### config.mk
export PLATFORM = sky130hd
export DESIGN_NAME = mc_ctrl_flat
export DESIGN_NICKNAME = d
export VERILOG_FILES = /design/src/rtl/mc_ctrl_if.sv /design/src/rtl/mc_ctrl.sv /design/src/flat_wrapper.sv
export SDC_FILE = /design/constraint.sdc
export NUM_CORES = 1
export LEC_CHECK = 0
export CAP_MARGIN = 10
export CORE_ASPECT_RATIO = 1.5
export CORE_UTILIZATION = 45
export CTS_CLUSTER_SIZE = 12
export DETAILED_ROUTE_END_ITERATION = 12
export GPL_ROUTABILITY_DRIVEN = 0
export PLACE_DENSITY = 0.72
export SLEW_MARGIN = 20
export SYNTH_ARGS = -nofsm -noshare
export SYNTH_HDL_FRONTEND = slang
export SYNTH_SLANG_ARGS = --single-unit
### constraint.sdc
create_clock -name clk -period 2.65 [get_ports clk]
set_clock_uncertainty 0.05 [all_clocks]
set_input_delay 0.6625 -clock clk [delete_from_list [all_inputs] [get_ports clk]]
set_output_delay 0.6625 -clock clk [all_outputs]
set_load 0.01 [all_outputs]
### src/rtl/mc_ctrl_if.sv
// rtl/mc_ctrl_if.sv - control bus between the multicycle MIPS controller and its datapath
interface mc_ctrl_if;
  logic [5:0] op;
  logic [5:0] funct;
  logic       zero;
  logic       iord;
  logic       mem_write;
  logic       ir_write;
  logic       reg_dst;
  logic       mem_to_reg;
  logic       reg_write;
  logic       alu_src_a;
  logic [1:0] alu_src_b;
  logic [1:0] pc_src;
  logic       pc_en;
  logic [2:0] alu_ctrl;
  logic       illegal;
  logic [3:0] state_o;

  modport master (
    input  op, funct, zero,
    output iord, mem_write, ir_write, reg_dst, mem_to_reg, reg_write,
           alu_src_a, alu_src_b, pc_src, pc_en, alu_ctrl, illegal, state_o
  );

  modport slave (
    output op, funct, zero,
    input  iord, mem_write, ir_write, reg_dst, mem_to_reg, reg_write,
           alu_src_a, alu_src_b, pc_src, pc_en, alu_ctrl, illegal, state_o
  );
endinterface

### src/rtl/mc_ctrl.sv
// rtl/mc_ctrl.sv - multicycle MIPS main controller FSM; MC_ILLEGAL_TRAP_EN adds the ERROR trap state
module mc_ctrl #(
  parameter int FETCH_WAIT = 0
) (
  input  logic       clk,
  input  logic       reset,
  mc_ctrl_if.master  bus
);

  localparam logic [3:0] FW4 = 4'(FETCH_WAIT);

  localparam logic [5:0] OP_RTYPE = 6'b000000;
  localparam logic [5:0] OP_LW    = 6'b100011;
  localparam logic [5:0] OP_SW    = 6'b101011;
  localparam logic [5:0] OP_BEQ   = 6'b000100;
  localparam logic [5:0] OP_ADDI  = 6'b001000;
  localparam logic [5:0] OP_J     = 6'b000010;

  typedef enum logic [3:0] {
    S_FETCH  = 4'd0,
    S_DECODE = 4'd1,
    S_MEMADR = 4'd2,
    S_MEMRD  = 4'd3,
    S_MEMWB  = 4'd4,
    S_MEMWR  = 4'd5,
    S_RTYPE  = 4'd6,
    S_ALUWB  = 4'd7,
    S_BRANCH = 4'd8,
    S_ADDIEX = 4'd9,
    S_ADDIWB = 4'd10,
    S_JUMP   = 4'd11
`ifdef MC_ILLEGAL_TRAP_EN
    ,S_ERROR = 4'd12
`endif
  } state_t;

  typedef struct packed {
    logic       iord;
    logic       mem_write;
    logic       ir_write;
    logic       reg_dst;
    logic       mem_to_reg;
    logic       reg_write;
    logic       alu_src_a;
    logic [1:0] alu_src_b;
    logic [1:0] pc_src;
    logic [2:0] alu_ctrl;
    logic       pc_write;
    logic       branch;
`ifdef MC_ILLEGAL_TRAP_EN
    logic       illegal;
`endif
  } ctl_t;

`ifdef MC_ILLEGAL_TRAP_EN
  localparam state_t S_BAD = S_ERROR;
`else
  localparam state_t S_BAD = S_FETCH;
`endif

  state_t     state, nxt;
  logic [3:0] cnt, nxt_cnt;
  logic [2:0] rtype_alu;
  logic       rtype_ok;
  ctl_t       ctl, ctl_nxt;

  // Control word for a given state; outputs are registered from the next state so they stay Moore.
  function automatic ctl_t decode(state_t s, logic [3:0] c, logic [2:0] ralu);
    ctl_t d;
    d = '0;
    d.alu_ctrl = 3'b010;
    case (s)
      S_FETCH: begin
        d.alu_src_b = 2'b01;
        d.ir_write  = (c == FW4);
        d.pc_write  = (c == FW4);
      end
      S_DECODE: d.alu_src_b = 2'b11;
      S_MEMADR: begin d.alu_src_a = 1'b1; d.alu_src_b = 2'b10; end
      S_MEMRD:  d.iord = 1'b1;
      S_MEMWB:  begin d.mem_to_reg = 1'b1; d.reg_write = 1'b1; end
      S_MEMWR:  begin d.iord = 1'b1; d.mem_write = 1'b1; end
      S_RTYPE:  begin d.alu_src_a = 1'b1; d.alu_ctrl = ralu; end
      S_ALUWB:  begin d.reg_dst = 1'b1; d.reg_write = 1'b1; end
      S_BRANCH: begin
        d.alu_src_a = 1'b1;
        d.alu_ctrl  = 3'b100;
        d.pc_src    = 2'b01;
        d.branch    = 1'b1;
      end
      S_ADDIEX: begin d.alu_src_a = 1'b1; d.alu_src_b = 2'b10; end
      S_ADDIWB: d.reg_write = 1'b1;
      S_JUMP:   begin d.pc_src = 2'b10; d.pc_write = 1'b1; end
`ifdef MC_ILLEGAL_TRAP_EN
      S_ERROR:  d.illegal = 1'b1;
`endif
      default:  d = d;
    endcase
    return d;
  endfunction

  always_comb begin
    rtype_ok  = 1'b1;
    rtype_alu = 3'b010;
    case (bus.funct)
      6'b100100: rtype_alu = 3'b000;
      6'b100101: rtype_alu = 3'b001;
      6'b100000: rtype_alu = 3'b010;
      6'b100010: rtype_alu = 3'b011;
      6'b100111: rtype_alu = 3'b101;
      default:   rtype_ok  = 1'b0;
    endcase
  end

  always_comb begin
    nxt     = state;
    nxt_cnt = cnt;
    case (state)
      S_FETCH: begin
        if (cnt == FW4) begin
          nxt     = S_DECODE;
          nxt_cnt = 4'd0;
        end else begin
          nxt_cnt = cnt + 4'd1;
        end
      end
      S_DECODE: begin
        case (bus.op)
          OP_LW, OP_SW: nxt = S_MEMADR;
          OP_RTYPE:     nxt = S_RTYPE;
          OP_BEQ:       nxt = S_BRANCH;
          OP_ADDI:      nxt = S_ADDIEX;
          OP_J:         nxt = S_JUMP;
          default:      nxt = S_BAD;
        endcase
      end
      S_MEMADR: nxt = (bus.op == OP_LW) ? S_MEMRD : S_MEMWR;
      S_MEMRD:  nxt = S_MEMWB;
      S_RTYPE:  nxt = rtype_ok ? S_ALUWB : S_BAD;
      S_ADDIEX: nxt = S_ADDIWB;
`ifdef MC_ILLEGAL_TRAP_EN
      S_ERROR:  nxt = S_ERROR;
`endif
      default:  nxt = S_FETCH;
    endcase
    ctl_nxt = decode(nxt, nxt_cnt, rtype_alu);
  end

  always_ff @(posedge clk) begin
    if (reset) begin
      state <= S_FETCH;
      cnt   <= 4'd0;
      ctl   <= decode(S_FETCH, 4'd0, 3'b010);
    end else begin
      state <= nxt;
      cnt   <= nxt_cnt;
      ctl   <= ctl_nxt;
    end
  end

  // Strobes are masked while reset is high so an aborted instruction writes nothing.
  assign bus.iord       = ctl.iord;
  assign bus.mem_write  = ctl.mem_write & ~reset;
  assign bus.ir_write   = ctl.ir_write & ~reset;
  assign bus.reg_dst    = ctl.reg_dst;
  assign bus.mem_to_reg = ctl.mem_to_reg;
  assign bus.reg_write  = ctl.reg_write & ~reset;
  assign bus.alu_src_a  = ctl.alu_src_a;
  assign bus.alu_src_b  = ctl.alu_src_b;
  assign bus.pc_src     = ctl.pc_src;
  assign bus.alu_ctrl   = ctl.alu_ctrl;
  assign bus.pc_en      = (ctl.pc_write | (ctl.branch & bus.zero)) & ~reset;
  assign bus.state_o    = state;
`ifdef MC_ILLEGAL_TRAP_EN
  assign bus.illegal    = ctl.illegal;
`else
  assign bus.illegal    = 1'b0;
`endif

endmodule

### src/flat_wrapper.sv
// flat-port wrapper written by rule: the top's interface ports become plain ports
module mc_ctrl_flat 
#(
  parameter int FETCH_WAIT = 0
)
  (clk, reset, bus_op, bus_funct, bus_zero, bus_iord, bus_mem_write, bus_ir_write, bus_reg_dst, bus_mem_to_reg, bus_reg_write, bus_alu_src_a, bus_alu_src_b, bus_pc_src, bus_pc_en, bus_alu_ctrl, bus_illegal, bus_state_o);
  mc_ctrl_if bus_i ();
  input  logic clk;
  input  logic reset;
  input wire logic [$bits(bus_i.op)-1:0] bus_op;
  input wire logic [$bits(bus_i.funct)-1:0] bus_funct;
  input wire logic [$bits(bus_i.zero)-1:0] bus_zero;
  output wire logic [$bits(bus_i.iord)-1:0] bus_iord;
  output wire logic [$bits(bus_i.mem_write)-1:0] bus_mem_write;
  output wire logic [$bits(bus_i.ir_write)-1:0] bus_ir_write;
  output wire logic [$bits(bus_i.reg_dst)-1:0] bus_reg_dst;
  output wire logic [$bits(bus_i.mem_to_reg)-1:0] bus_mem_to_reg;
  output wire logic [$bits(bus_i.reg_write)-1:0] bus_reg_write;
  output wire logic [$bits(bus_i.alu_src_a)-1:0] bus_alu_src_a;
  output wire logic [$bits(bus_i.alu_src_b)-1:0] bus_alu_src_b;
  output wire logic [$bits(bus_i.pc_src)-1:0] bus_pc_src;
  output wire logic [$bits(bus_i.pc_en)-1:0] bus_pc_en;
  output wire logic [$bits(bus_i.alu_ctrl)-1:0] bus_alu_ctrl;
  output wire logic [$bits(bus_i.illegal)-1:0] bus_illegal;
  output wire logic [$bits(bus_i.state_o)-1:0] bus_state_o;
  assign bus_i.op = bus_op;
  assign bus_i.funct = bus_funct;
  assign bus_i.zero = bus_zero;
  assign bus_iord = bus_i.iord;
  assign bus_mem_write = bus_i.mem_write;
  assign bus_ir_write = bus_i.ir_write;
  assign bus_reg_dst = bus_i.reg_dst;
  assign bus_mem_to_reg = bus_i.mem_to_reg;
  assign bus_reg_write = bus_i.reg_write;
  assign bus_alu_src_a = bus_i.alu_src_a;
  assign bus_alu_src_b = bus_i.alu_src_b;
  assign bus_pc_src = bus_i.pc_src;
  assign bus_pc_en = bus_i.pc_en;
  assign bus_alu_ctrl = bus_i.alu_ctrl;
  assign bus_illegal = bus_i.illegal;
  assign bus_state_o = bus_i.state_o;
  mc_ctrl #(.FETCH_WAIT(FETCH_WAIT)) u_core (.clk(clk), .reset(reset), .bus(bus_i));
endmodule
==> flow_metrics.py, run 1 <==
metrics = {
    "status": {
        "status": "finished clean",
    },
    "placed_design": {
        "dp.cells": 229,
        "port_buffers": 33,
        "post_dp_cell_area_um2": 1750,
        "hpwl_um": 2550,
    },
    "yosys": {
        "synth_nets": 172,
        "syn_avg_cell_area_um2": 8.68,
        "ys_seq_elements": 24,
        "ys_types": 51,
        "seq_area_frac_synth_pct": 35.7,
        "synth_area_um2": 1350,
        "ys_async_sr_fraction_pct": 0,
        "ys.flop_type": "dfxtp_1",
        "yosysWarnings": 0,
        "synth_edf_count": 0,
        "syn_inst": 155,
    },
    "clocking": {
        "cts_htree_levels": 1,
        "clkSinkCount": 24,
        "clk_pin_slew_worst_paths_ps": 80,
        "clock-root-buffer": "clkbuf_8",
        "cts_buffers": 3,
        "clockBufferDepth": 2,
        "clk_latency_ps": 260,
        "cts_setup_buffers": 0,
        "cts_tree": "done",
    },
    "timing": {
        "setup_viol": 0,
        "rsz0062_at_grt": "false",
        "fmaxAchievable_ghz": 0.393,
        "tightest_slew_ps": 581,
        "drv_slew": 0,
        "relSlewSlack_pct": 61.2,
        "period_needed_ps": 2540,
        "hold_viol": 0,
        "min_period_over_period_pct": 96.0,
    },
    "detailed_routing": {
        "ant_nets": 0,
        "drtIter0Drc": 22,
        "via_count": 1298,
        "vias_per_cell": 5.57,
        "dr.pass1.iters": 4,
        "finalWirelength_um": 3150,
        "drc": 0,
        "wire_per_inst_um": 13.5,
    },
    "floorplan": {
        "io_pins": 35,
        "start_util_pct": 48.7,
        "fp.coreArea_um2": 2760,
        "die_w_um": 46.6,
        "die-area_um2": 3220,
        "die_h_um": 69.0,
        "rows": 23,
    },
    "layout": {
        "drive_gt1_share_pct": 18.9,
        "final_cells": 233,
        "final_nets": 214,
        "largest_register": "u_core.ctl",
        "largest_register_ffs": 5,
        "insertedDiodeCount": 0,
        "final_common_cell": "clkdlybuf4s50_1",
        "stdcell_area_um2": 1800,
        "final_cell_mix": "clkdlybuf4s50_1 (32), dfxtp_1 (24), buf_4 (18)",
        "area_delta_synth_final_pct": 34.1,
    },
    "critical_path": {
        "rr_endpoint": "u_core.bus.alu_ctrl[1]",
        "endpoint_kind": "flop",
        "critPathSlowestCell": "or4b_4",
        "cp.arrival_ps": 2660,
        "endpoint": "u_core.bus.alu_ctrl[1]",
        "worstPathCellList": "clkdlybuf4s50_1 -> or4b_4 -> o41a_1 -> o211ai_4 -> nand3_1 -> a21o_1",
        "critPathMaxFanout": 9,
        "r2r_cells": 5,
        "critPathLaunchType": "input port",
        "critical_path_class": "in -> reg",
        "cp_slowest_stage_delay_ps": 540,
        "startpoint": "bus_op[2]",
        "r2r_setup_slack_ps": 310,
        "r2r_start": "u_core.bus.state_o[3]",
        "cp_data_required_time_ps": 2760,
    },
    "global_route": {
        "grt_pass1_wl_um": 5290,
        "grt_max_degree": 16,
        "track_usage_pct": 22.7,
        "gr-total-overflow": 0,
        "grt_pass1_vias": 1206,
        "antenna_found_initial": 0,
    },
    "power_and_ir_drop": {
        "powerDensity_nw_per_um2": 415,
        "ir_drop_v": 0.000326,
        "finalPower_mw": 0.749,
        "leakagePower_nw": 0.679,
    },
    "flow_run": {
        "drv_cap": 0,
    },
    "hold_path": {
        "min_path_type": "reg -> reg",
    },
}
stage by stage:
| step | setup TNS (ps) | setup slack (ps) | util [%] | hold slack (ps) |
|---|---|---|---|---|
| after floorplan | 0 | 350 | - | 447 |
| after global placement | -1380 | -159 | 63.4 | 475 |
| after detailed placement | -1940 | -203 | 63.4 | 492 |
| after CTS | 0 | 73.7 | 65.3 | 502 |
| after global routing | 0 | 2.00 | 65.3 | 548 |
| final | 0 | 106 | 65.3 | 504 |
cell usage after synthesis, types with 2 or more instances:
| master | n | area [um2] |
|---|---|---|
| nor3b_1 | 3 | 22.5 |
| buf_4 | 8 | 60.1 |
| nor4b_1 | 2 | 17.5 |
| nor2_1 | 13 | 48.8 |
| or2_2 | 3 | 18.8 |
| nand2b_1 | 4 | 25.0 |
| buf_6 | 3 | 33.8 |
| mux2i_1 | 2 | 20.0 |
| inv_1 | 5 | 18.8 |
| o21ai_0 | 4 | 20.0 |
| nor3_1 | 9 | 45.0 |
| ha_1 | 2 | 25.0 |
| nand4_1 | 3 | 18.8 |
| a21oi_1 | 8 | 40.0 |
| nand2_1 | 10 | 37.5 |
| or3_2 | 2 | 15.0 |
| o211a_1 | 3 | 30.0 |
| nand3_1 | 8 | 40.0 |
| nand4b_1 | 2 | 17.5 |
| clkbuf_1 | 2 | 7.51 |
| o211ai_1 | 3 | 22.5 |
| dfxtp_1 | 24 | 480 |
| nor2b_1 | 3 | 18.8 |
| xor2_1 | 2 | 17.5 |
cell type report:
cell class / instances / area (um2)
multi-input combinational: 112 / 739
timing repair buffer: 51 / 464
tap: 37 / 46.3
inverter: 5 / 18.8
sequential: 24 / 480
clock buffer: 4 / 55.1
fill: 258 / 958
critical path: cells and delay by family:
family	cells	cell delay, ps
AOI/OAI and AO/OA	3	880
buffers and inverters	1	440
and+or+nand+nor	2	670
cell families (layout without fill, tap and decap cells):
logic type      after synthesis  in the layout  share of synthesized area (%)
compound gates               31             31                           17.5
xor+xnor                      3              3                           1.95
fa+ha+maj                     2              2                           1.86
buf+inv                      19             60                           9.30
flops                        24             24                           35.7
mux                           2              2                           1.49
other cells                   1              1                          0.279
simple gates                 73             73                           31.9
per-layer routing:
layer,vias to the layer above,global-route usage [%],part of all wire [%]
li1,630,-,-
met1,620,26.1,39
met2,39,41.5,56
met3,9,1.56,3.6
met4,0,9.64,2.2
met5,-,0,0
power breakdown:
group	internal, mW	leakage, nW	switching [mW]
combinational	0.0717	0.455	0.0632
clock	0.132	0.0288	0.110
sequential	0.369	0.195	0.00300
worst min-delay path by stage:
stage	to	cells after the start	slack (ps)	start
global placement	u_core.cnt[1]	2	470	u_core.cnt[1]
global route	u_core.cnt[1]	2	550	u_core.cnt[1]
CTS	u_core.cnt[1]	2	500	u_core.cnt[1]
floorplan	u_core.cnt[1]	2	450	u_core.cnt[1]
detailed placement	u_core.cnt[1]	2	490	u_core.cnt[1]
finish	u_core.cnt[1]	2	500	u_core.cnt[1]
timing repair:
action / 4_1_cts / 5_1_grt
hold buffers: 0 / 0
gates resized for setup: 1 / 0
pin swaps: 0 / 1
gates cloned: 0 / 0
setup endpoints to repair: 1 / 2
No activity file was read; power rests on OpenSTA's default activity.
==> run 2: changes to the inputs <==
--- a/config.mk
+++ b/config.mk
@@ -7,11 +7,12 @@
 export LEC_CHECK = 0
 export CAP_MARGIN = 10
 export CORE_ASPECT_RATIO = 1.5
-export CORE_UTILIZATION = 45
+export CORE_MARGIN = 2
+export CORE_UTILIZATION = 48
 export CTS_CLUSTER_SIZE = 12
 export DETAILED_ROUTE_END_ITERATION = 12
 export GPL_ROUTABILITY_DRIVEN = 0
-export PLACE_DENSITY = 0.72
+export PLACE_DENSITY = 0.76
 export SLEW_MARGIN = 20
 export SYNTH_ARGS = -nofsm -noshare
 export SYNTH_HDL_FRONTEND = slang
==> run 2 against run 1 <==
- register-to-register slack better by 70 ps
- setup slack worse by 42 ps
- critical path depth unchanged
- maximum frequency down 1.6%
- non-clock buffer count down 2
- core utilization up 2.3 points
- highest routed layer unchanged
- count of clock-buffer cells in the layout down 1
- first-iteration DRC count unchanged
- sequential share of layout area down 0.074 points
- global-route usage down 1.1 points
- final cell count down 0.86%
- via count down 3.1%
==> flow_metrics.py, run 2 (same netlist as run 1, synthesis figures left out) <==
metrics = {
    "status": {
        "status": "finished clean",
    },
    "detailed_routing": {
        "wire_per_inst_um": 13.5,
        "drtIter0Drc": 22,
        "finalWirelength_um": 3110,
        "drc": 0,
        "dr.pass1.iters": 4,
        "via_count": 1258,
        "vias_per_cell": 5.45,
        "ant_nets": 0,
    },
    "critical_path": {
        "r2r_setup_slack_ps": 380,
        "critPathMaxFanout": 9,
        "r2r_cells": 5,
        "rr_endpoint": "u_core.bus.alu_ctrl[1]",
        "endpoint_kind": "flop",
        "cp_data_required_time_ps": 2760,
        "critical_path_class": "in -> reg",
        "endpoint": "u_core.bus.alu_ctrl[1]",
        "startpoint": "bus_op[2]",
        "cp.arrival_ps": 2700,
        "r2r_start": "u_core.bus.state_o[3]",
        "critPathLaunchType": "input port",
    },
    "floorplan": {
        "fp.coreArea_um2": 2680,
        "die_w_um": 47.2,
        "rows": 23,
        "io_pins": 35,
        "start_util_pct": 50.3,
        "die_h_um": 68.8,
        "die-area_um2": 3250,
    },
    "timing": {
        "tightest_slew_ps": 592,
        "relSlewSlack_pct": 60.5,
        "fmaxAchievable_ghz": 0.387,
        "hold_viol": 0,
        "setup_tns_ps": 0,
        "min_period_over_period_pct": 97.6,
        "setup_viol": 0,
        "rsz0062_at_grt": "false",
        "drv_slew": 0,
        "period_needed_ps": 2590,
    },
    "hold_path": {
        "min_path_type": "reg -> reg",
    },
    "clocking": {
        "clock-root-buffer": "clkbuf_8",
        "clockBufferDepth": 2,
        "hold_buffers": 0,
        "cts_tree": "done",
        "cts_htree_levels": 1,
        "cts_setup_buffers": 0,
        "clkSinkCount": 24,
        "clk_pin_slew_worst_paths_ps": 90,
        "clk_latency_ps": 270,
        "cts_buffers": 3,
    },
    "layout": {
        "drive_gt1_share_pct": 18.0,
        "area_delta_synth_final_pct": 34.5,
        "largest_register": "u_core.ctl",
        "final_nets": 212,
        "insertedDiodeCount": 0,
        "fill_cells": 237,
        "final_common_cell": "clkdlybuf4s50_1",
        "final_cell_mix": "clkdlybuf4s50_1 (32), dfxtp_1 (24), buf_4 (16)",
        "seq_area_um2": 480,
        "largest_register_ffs": 5,
        "multi_input_area_um2": 739,
        "postLayoutCoreUtil_pct": 67.6,
    },
    "power_and_ir_drop": {
        "ir_drop_v": 0.000299,
        "leakagePower_nw": 0.682,
        "powerDensity_nw_per_um2": 456,
    },
    "global_route": {
        "antenna_found_initial": 0,
        "grt_pass1_wl_um": 5110,
        "gr-total-overflow": 0,
        "track_usage_pct": 21.6,
        "grt_max_degree": 16,
        "grt_pass1_vias": 1240,
    },
    "flow_run": {
        "drv_cap": 0,
    },
    "placed_design": {
        "port_buffers": 33,
        "hpwl_um": 2490,
    },
}
## run 2: routing by layer
metal / vias to the layer above / wire length, um / share of wire [%] / track usage (%)
li1: 629 / - / - / -
met1: 592 / 1260 / 40 / 22.5
met2: 29 / 1700 / 55 / 40.0
met3: 8 / 83 / 2.7 / 2.34
met4: 0 / 74 / 2.4 / 11.1
met5: - / 0 / 0 / 0
## run 2: how the worst min path moves through the flow
stage,from,endpoint,cells after the start
floorplan,u_core.cnt[1],u_core.cnt[1],2
global placement,u_core.cnt[1],u_core.cnt[1],2
detailed placement,u_core.cnt[1],u_core.cnt[1],2
CTS,u_core.cnt[1],u_core.cnt[1],2
global route,u_core.cnt[1],u_core.cnt[1],2
finish,u_core.cnt[1],u_core.cnt[1],2
## run 2: report_power, final
group          switching, mW  internal, mW  leakage, nW
Clock                  0.117         0.202       0.0357
Combinational         0.0625        0.0723        0.452
Sequential           0.00332         0.369        0.195
Total                  0.182         0.643        0.682
## run 2: metrics by stage
step	hold slack, ps	std cells	power [mW]	setup slack [ps]	cell area, um2
after floorplan	447	155	0.452	350	1350
after detailed placement	489	227	0.515	-195	1740
final	505	231	0.825	64.2	1810
after global placement	471	227	0.512	-149	1740
after CTS	498	231	0.828	13.0	1810
after global routing	526	231	0.849	21.9	1810
## run 2: timing repair
action | in CTS | in global routing
hold endpoints to repair | 0 | 0
setup endpoints to repair | 0 | 4
gates resized for setup | 0 | 1
## run 2: critical path, stage by stage
cell and delay (ps):
clkdlybuf4s50_1 440, or4b_4 540, o41a_1 450, o211ai_4 290, nand3_1 130, a21o_1 190
## run 2: layout make-up
class                      instances  area share, %
multi-input combinational        112           40.9
timing repair buffer              49           25.0
clock buffer                       3           2.28
tap                               37           2.56
clock inverter                     1           1.66
inverter                           5           1.04
sequential                        24           26.6
==> run 3: changes to the inputs <==
--- a/config.mk
+++ b/config.mk
@@ -13,7 +13,6 @@
 export DETAILED_ROUTE_END_ITERATION = 12
 export GPL_ROUTABILITY_DRIVEN = 0
 export PLACE_DENSITY = 0.76
-export SLEW_MARGIN = 20
 export SYNTH_ARGS = -nofsm -noshare
 export SYNTH_HDL_FRONTEND = slang
 export SYNTH_SLANG_ARGS = --single-unit
==> results of run 3 <==
No change in the layout: final DEF, timing and power equal those of run 2.
